[src/rtl/eth_pkt_pkg.sv]
// eth_pkt_pkg: shared constants and types for the UDP packetizer.
// No ports; imported by axis_udp_packetizer and pktz_idle_timer.
package eth_pkt_pkg;

  localparam int UDP_MAX_PAYLOAD_WORDS = 368;
  localparam int PKT_CNT_W             = 16;

  typedef enum logic [1:0] {
    EMPTY,
    HOLD,
    TERM
  } pktz_state_t;

endpackage

[src/rtl/pktz_idle_timer.sv]
// pktz_idle_timer: saturating idle counter for the packetizer flush.
// Ports: i_clk, i_rst_n, i_clr, i_inc in; o_expired out.
module pktz_idle_timer #(
  parameter int TIMEOUT_CYCLES = 1024
) (
  input  logic i_clk,
  input  logic i_rst_n,
  input  logic i_clr,
  input  logic i_inc,
  output logic o_expired
);

  localparam int CW = $clog2(TIMEOUT_CYCLES);
  localparam logic [CW-1:0] LIM = CW'(TIMEOUT_CYCLES - 1);

  logic [CW-1:0] r_cnt;

  // Holds at LIM until cleared, so expiry persists
  // while the output register is busy.
  always_ff @(posedge i_clk or negedge i_rst_n) begin
    if (!i_rst_n) begin
      r_cnt <= '0;
    end else if (i_clr) begin
      r_cnt <= '0;
    end else if (i_inc && r_cnt != LIM) begin
      r_cnt <= r_cnt + 1'b1;
    end
  end

  assign o_expired = (r_cnt == LIM);

endmodule

[src/rtl/axis_udp_packetizer.sv]
// axis_udp_packetizer: frames a 32-bit AXI-Stream into bounded UDP
// payload packets. Ends a packet on user tlast, on MAX_WORDS, or
// (with PACKETIZER_TIMEOUT_EN defined) on an idle timeout flush.
// Ports: aclk, aresetn; s_axis_{tdata,tvalid,tlast,tready};
// m_axis_{tdata,tvalid,tlast,tready}; pkt_count, flush_count.
module axis_udp_packetizer
  import eth_pkt_pkg::*;
#(
  parameter int MAX_WORDS      = UDP_MAX_PAYLOAD_WORDS,
  parameter int TIMEOUT_CYCLES = 1024
) (
  input  logic                 aclk,
  input  logic                 aresetn,
  input  logic [31:0]          s_axis_tdata,
  input  logic                 s_axis_tvalid,
  input  logic                 s_axis_tlast,
  output logic                 s_axis_tready,
  output logic [31:0]          m_axis_tdata,
  output logic                 m_axis_tvalid,
  output logic                 m_axis_tlast,
  input  logic                 m_axis_tready,
  output logic [PKT_CNT_W-1:0] pkt_count,
  output logic [PKT_CNT_W-1:0] flush_count
);

  if (MAX_WORDS < 1 || MAX_WORDS > UDP_MAX_PAYLOAD_WORDS)
  begin : g_bad_max
    $error("MAX_WORDS out of range");
  end
  if (TIMEOUT_CYCLES < 2) begin : g_bad_to
    $error("TIMEOUT_CYCLES must be >= 2");
  end

  localparam int WCW = $clog2(MAX_WORDS + 1);
  localparam logic [WCW-1:0] LAST_IDX = WCW'(MAX_WORDS - 1);

  pktz_state_t          r_state;
  logic [31:0]          r_hold_data;
  logic                 r_hold_last;
  logic [WCW-1:0]       r_word_cnt;
  logic                 r_m_valid;
  logic                 r_m_last;
  logic [31:0]          r_m_data;
  logic [PKT_CNT_W-1:0] r_pkt_cnt;

  logic w_out_free;
  logic w_s_ready;
  logic w_accept;
  logic w_term;
  logic w_flush;
  logic w_load;
  logic w_load_last;

  assign w_out_free = !r_m_valid || m_axis_tready;

  always_comb begin
    w_s_ready = 1'b0;
    unique case (r_state)
      EMPTY:   w_s_ready = 1'b1;
      HOLD:    w_s_ready = w_out_free;
      TERM:    w_s_ready = 1'b0;
      default: w_s_ready = 1'b0;
    endcase
  end

  assign w_accept = s_axis_tvalid && w_s_ready;
  assign w_term   = s_axis_tlast || (r_word_cnt == LAST_IDX);

  // Held word leaves when displaced by a new one,
  // when it is terminal, or when it is flushed.
  assign w_load = (r_state == HOLD && w_accept)
               || (r_state == TERM && w_out_free)
               || w_flush;

  // Only terminal or flushed words carry tlast out.
  assign w_load_last = r_hold_last || w_flush;

`ifdef PACKETIZER_TIMEOUT_EN
  logic                 w_expired;
  logic [PKT_CNT_W-1:0] r_flush_cnt;

  pktz_idle_timer #(
    .TIMEOUT_CYCLES(TIMEOUT_CYCLES)
  ) u_idle_timer (
    .i_clk    (aclk),
    .i_rst_n  (aresetn),
    .i_clr    (w_accept || r_state != HOLD),
    .i_inc    (r_state == HOLD),
    .o_expired(w_expired)
  );

  // An accept in the same cycle wins over the flush.
  assign w_flush = (r_state == HOLD) && w_expired
                && w_out_free && !w_accept;

  always_ff @(posedge aclk or negedge aresetn) begin
    if (!aresetn) begin
      r_flush_cnt <= '0;
    end else if (w_flush) begin
      r_flush_cnt <= r_flush_cnt + 1'b1;
    end
  end

  assign flush_count = r_flush_cnt;
`else
  assign w_flush     = 1'b0;
  assign flush_count = '0;
`endif

  always_ff @(posedge aclk or negedge aresetn) begin
    if (!aresetn) begin
      r_state     <= EMPTY;
      r_hold_data <= '0;
      r_hold_last <= 1'b0;
      r_word_cnt  <= '0;
      r_m_valid   <= 1'b0;
      r_m_last    <= 1'b0;
      r_m_data    <= '0;
      r_pkt_cnt   <= '0;
    end else begin
      if (r_m_valid && m_axis_tready) begin
        r_m_valid <= 1'b0;
        if (r_m_last) r_pkt_cnt <= r_pkt_cnt + 1'b1;
      end
      if (w_load) begin
        r_m_valid <= 1'b1;
        r_m_data  <= r_hold_data;
        r_m_last  <= w_load_last;
      end
      if (w_accept) begin
        r_hold_data <= s_axis_tdata;
        r_hold_last <= w_term;
        r_word_cnt  <= w_term ? '0 : r_word_cnt + 1'b1;
        r_state     <= w_term ? TERM : HOLD;
      end else if (w_load) begin
        r_hold_last <= 1'b0;
        r_state     <= EMPTY;
        if (w_flush) r_word_cnt <= '0;
      end
    end
  end

  assign s_axis_tready = w_s_ready;
  assign m_axis_tdata  = r_m_data;
  assign m_axis_tvalid = r_m_valid;
  assign m_axis_tlast  = r_m_last;
  assign pkt_count     = r_pkt_cnt;

endmodule

[config.mk]
export PLATFORM = sky130hd
export DESIGN_NAME = axis_udp_packetizer
export DESIGN_NICKNAME = d
export VERILOG_FILES = /design/src/rtl/eth_pkt_pkg.sv /design/src/rtl/pktz_idle_timer.sv /design/src/rtl/axis_udp_packetizer.sv
export SDC_FILE = /design/constraint.sdc
export NUM_CORES = 1
export LEC_CHECK = 0
export CAP_MARGIN = 0
export CORE_MARGIN = 2
export CORE_UTILIZATION = 44
export CTS_BUF_LIST = sky130_fd_sc_hd__clkbuf_16
export DETAILED_ROUTE_END_ITERATION = 6
export HOLD_SLACK_MARGIN = 0.03
export PLACE_DENSITY_LB_ADDON = 0.25
export SLEW_MARGIN = 20
export SYNTH_ARGS = -nofsm -noshare
export SYNTH_HDL_FRONTEND = slang
export SYNTH_HIERARCHICAL = 1
export SYNTH_SLANG_ARGS = --single-unit
[constraint.sdc]
create_clock -name aclk -period 1.6 [get_ports aclk]
set_input_delay 0.16 -clock aclk [delete_from_list [all_inputs] [get_ports aclk]]
set_output_delay 0.16 -clock aclk [all_outputs]
set_load 0.02 [all_outputs]
# Word-level counts from Yosys, hierarchy flattened

Index checks and enable logic that the tools add are counted.

Bits in registers: 94
Latch bits: 0
Memory bits (writable): 0
Memory bits (read-only): 0
Input port bits: 37
Output and inout port bits: 67
Memories: 0

$add $sub $neg: 2
$mul: 0
Divide/modulo/power cells: 0
Order comparisons: 0
Equal/unequal tests: 3
Shifts and indexed selects: 0
Multiplexer cells: 9
Bitwise gates (word level): 0
Reduce and logical (&&, ||, !) cells: 12

Operators by type and width:

| cell                  | number |
|---|---|
| $add 16x1->16 const B | 1 |
| $add 9x1->9 const B   | 1 |
| $eq 9x9->1 const B    | 1 |
| $mux 9                | 1 |
| $mux 2                | 3 |
| $logic_and 1x1->1     | 4 |
| $mux 1                | 4 |
| $reduce_bool 2->1     | 2 |
| $logic_or 1x1->1      | 3 |
| $eq 2x1->1 const B    | 1 |
| $eq 2x2->1 const B    | 1 |
| $logic_not 2->1       | 1 |
| $pmux 1 s2            | 1 |
| $reduce_and 2->1      | 1 |
| $logic_not 1->1       | 1 |

# Longest topological paths before layout

Word-level depth: 8
Depth in mapped cells: 6
Depth with buffers taken out: 5

# Worst setup path before layout

OpenSTA, ideal clock, no wires.

Kind: register to register
Start: register r_m_valid, in the netlist m_axis_tvalid
End: register r_hold_data[30]
Arrival time: 1415 ps
Data required time: 1475 ps
Slack: 61 ps
Cell stages (with the launch flop): 5
Path buffers: 1
Period minus slack after synthesis: 1539 ps
Path through: dfrtp_1 -> nand3b_1 -> nand2_2 -> buf_2 -> mux2_2

Cells in the longest elaborated chain, start to end: 4

RTL lines:

| item                   | RTL line                   | text |
|---|---|---|
| start, declared        | axis_udp_packetizer.sv:41  | `logic r_m_valid;` |
| start signal, assigned | axis_udp_packetizer.sv:116 | `r_m_valid <= 1'b0;` |
| start signal, assigned | axis_udp_packetizer.sv:122 | `r_m_valid <= 1'b0;` |
| start signal, assigned | axis_udp_packetizer.sv:126 | `r_m_valid <= 1'b1;` |
| $logic_not 1->1        | axis_udp_packetizer.sv:54  | `assign w_out_free = !r_m_valid \|\| m_axis_tready;` |
| $logic_or 1x1->1       | axis_udp_packetizer.sv:54  |  |
| $pmux 1 s2             | axis_udp_packetizer.sv:58  | `unique case (r_state)` |
| $logic_and 1x1->1      | axis_udp_packetizer.sv:66  | `assign w_accept = s_axis_tvalid && w_s_ready;` |
| end signal, assigned   | axis_udp_packetizer.sv:131 | `r_hold_data <= s_axis_tdata;` |
| end, declared          | axis_udp_packetizer.sv:38  | `logic [31:0] r_hold_data;` |

Every way passes these cells.
A chain may end at the register's enable or synchronous reset.

# Final worst setup path

Start: register r_pkt_cnt[11], in the netlist pkt_count[11]
End: output pkt_count[11]

RTL lines:

| item                   | RTL line                   | text |
|---|---|---|
| start, declared        | axis_udp_packetizer.sv:44  | `logic [PKT_CNT_W-1:0] r_pkt_cnt;` |
| start signal, assigned | axis_udp_packetizer.sv:123 | `if (r_m_last) r_pkt_cnt <= r_pkt_cnt + 1'b1;` |
| end, declared          | axis_udp_packetizer.sv:22  | `output logic [PKT_CNT_W-1:0] pkt_count,` |

No word-level cell between the ends.

==> impl_metrics.tcl <==
set metrics [dict create \
    status "completed" \
    slew_viol_final 0 \
    netlist.area_leader.share_pct 57.59 \
    cts-root-buf "clkbuf_16" \
    cp_top_family "buffers and inverters" \
    critPathMaxFanout 5 \
    criticalPathCategory "flip-flop to output port" \
    power.leakage_nw 2.504 \
    critPathMaxStageDelay_ns 0.64 \
    syn_area_um2 4041 \
    power_switching_w 0.003334 \
    crit_path_start_kind "flip-flop" \
    cts_buffer_depth 2 \
    nets 429 \
    numCtsBuffers 9 \
    grt_pass1_wl_um 12370 \
    cp.required_ns 1.44 \
    setup_ws_ns 0.05191 \
    synth_top_family_by_area "multiplexers" \
    hpwl_um 5312 \
    max_freq_mhz 646.0 \
    drt-initial-drc-count 113 \
    finalCritPeriodShare_pct 96.76 \
    cp_slowest_cell "clkdlybuf4s50_1" \
    dieWidth_um 99.84 \
    ys_types 37 \
    dpl.cell_count 486 \
    grt_pass1_vias 2522 \
    vias_per_cell 4.960 \
    drv_cap 0 \
    core_um2 8806 \
    p_sw_share_pct 30.75 \
    clock-sinks 93 \
    end_kind "output port" \
    post_cts_buffers 0 \
    synth.largest_area_cell "dfrtp_1" \
    pin_count 104 \
    routabilityCongestion 0.8032 \
    core.rowCount 34 \
    path_cells "clkdlybuf4s50_1" \
    synthSimpleGateAreaFrac_pct 9.690 \
    first_pass_iters 4 \
    hold_violations 0 \
    yosysMostFrequentCell "dfrtp_1" \
    cp.arrival_ns 1.39 \
    chipHeight_um 99.84 \
    irDropWorstVdd_mv 0.7694 \
    p_int_w 0.007508 \
    antennaDiodeCount 0 \
    vias 2495 \
    critPathBufInv 1 \
    overflow 0 \
    drc 0 \
    p_seq_share_pct 37.1 \
    synth-edff-count 0 \
    rrSetupSlack_ns 0.08 \
    ant_nets 0 \
    post_drt_wl_per_cell_um 14.78 \
    async_flop_share_pct 100.0 \
    die_area_um2 9968 \
    fin_hold_ws_ns 0.3082 \
    dp_slack_ns -0.2456 \
    area_delta_synth_final_pct 35.42 \
    layout_min_cycle_time_ns 1.548 \
    synth_top_flop_cell "dfrtp_1" \
    synthAdderAreaFrac_pct 0.6192 \
    ys_seq_elements 93 \
    yosys_warnings 6 \
    ys_seq_area_share_pct 57.59 \
    muxShareOfSynthArea_pct 21.24 \
    finalNonFillerCells 503 \
    setup_viol 0 \
    grt_antenna_before_repair 0 \
    placed_area_um2 5115 \
    clock_skew_ns 0.005638 \
    place.port_buffers 87 \
    htreeDepth 3 \
    drive_gt1_share_pct 27.85 \
    finalWirelength_um 7436 \
    clk_pin_slew_ns 0.06 \
    power_frac_comb_pct 41.4 \
    synth_compound_area_share_pct 2.074 \
    yosys-top-cells-area "dfrtp_1 58%, mux2_4 11%, mux2_2 8.9%" \
    hold_class "primary input to async pin" \
    syn_area_per_cell_um2 14.43 \
    p_per_area_nw_per_um2 1981 \
    postSynthCellCount 280 \
    stdcell_area_um2 5473 \
    track_usage_pct 15.68 \
    grt_start_max_net_pins 35 \
    start_util_pct 45.89 \
    synthXorXnorAreaFrac_pct 3.901 \
    cts_tree "built" \
    pwr-share-clk_pct 21.6 \
    clkLatencyLatePin_ns 0.33 \
    rsz0062_at_grt "true" \
    yosys-top-cells-count "93 x dfrtp_1, 32 x mux2_2, 30 x mux2_4" \
]
-- layout make-up --
class                   instances  area, µm²
clock inverters                 7      106.4
well taps                     108      135.1
clock buffers                   9      225.2
multi-input cells             176       1592
fillers                       670       3333
repair buffers                108       1079
inverters                       2      7.507
flip-flops and latches         93       2328
-- logic make-up after synthesis --
kind of cell               count (synthesis)
AOI/OAI and AO/OA                         13
xor gates and xnor gates                  18
and+or+nand+nor                           61
muxes                                     66
adders and majority gates                  2
DFF                                       93
other                                      1
buffers and inverters                     26
-- layout by cell type, fill, tap and decap left out, types with 2 or more instances in the layout --
| master | count |
|---|---|
| mux2_4 | 30 |
| buf_4 | 17 |
| and3_1 | 4 |
| clkbuf_16 | 9 |
| nor2_1 | 11 |
| nand3_4 | 2 |
| nand2_1 | 10 |
| o21ai_0 | 7 |
| clkdlybuf4s50_1 | 80 |
| ha_1 | 2 |
| mux2_2 | 32 |
| xnor2_1 | 10 |
| nand3b_1 | 2 |
| dfrtp_1 | 92 |
| dlygate4sd2_1 | 2 |
| mux2_1 | 3 |
| and4_1 | 2 |
| buf_12 | 4 |
| a21oi_1 | 2 |
| nand4_1 | 7 |
| nand2b_1 | 2 |
| inv_1 | 4 |
| bufinv_16 | 3 |
| nand3_1 | 11 |
| conb_1 | 16 |
| dlymetal6s2s_1 | 3 |
| nor4_4 | 2 |
| xor2_1 | 8 |
-- metal layers --
layer / vias up / share of wire, % / GRT usage [%]
li1: 1172 / - / -
met2: 52 / 50 / 25.05
met1: 1262 / 45 / 21.48
met4: 0 / 1.7 / 6.639
met5: - / 0 / 0
met3: 9 / 3.1 / 2.437
-- metrics by stage --
stage           TNS (ns)  util (%)  power [W]
2_1_floorplan          0         -   0.006885
3_3_place_gp      -11.88     58.08   0.008493
3_5_place_dp      -12.67     58.08   0.008602
4_1_cts                0     61.92    0.01096
5_1_grt        -0.005450     62.15    0.01144
6_report               0     62.15    0.01084
-- sequential cells by signal, summed over array words and instances (netlist names) --
signal / cells
r_state: 2
pkt_count: 16
m_axis_tvalid: 1
r_hold_data: 32
m_axis_tlast: 1
r_word_cnt: 9
m_axis_tdata: 32
-- final timing paths --
kind | cells past startpoint | endpoint | start
max | 1 | pkt_count[11] | pkt_count[11]
min | 2 | m_axis_tdata[4] | aresetn
max reg2reg | 5 | m_axis_tdata[31] | r_state[1]
min reg2reg | 1 | pkt_count[15] | pkt_count[15]
max in group asynchronous | 3 | pkt_count[13] | aresetn
min in group aclk | 2 | r_hold_data[13] | s_axis_tdata[13]
-- repair_timing --
| item | in CTS | in global routing |
|---|---|---|
| pin swaps | 0 | 0 |
| gates resized for setup | 3 | 9 |
| cloned | 0 | 0 |
| setup endpoints to repair | 3 | 8 |
| endpoints found under the hold margin | 28 | 0 |
| hold buffers | 1 | 0 |
-- power by group through the flow --
stage	Combinational (W)	Clock (W)	Sequential, W
global route	0.00480	0.00249	0.00416
floorplan	0.00237	0	0.00452
CTS	0.00454	0.00239	0.00403
finish	0.00449	0.00234	0.00402
global placement	0.00447	0	0.00403
detailed placement	0.00454	0	0.00406
(Power assumes the default switching activity.)
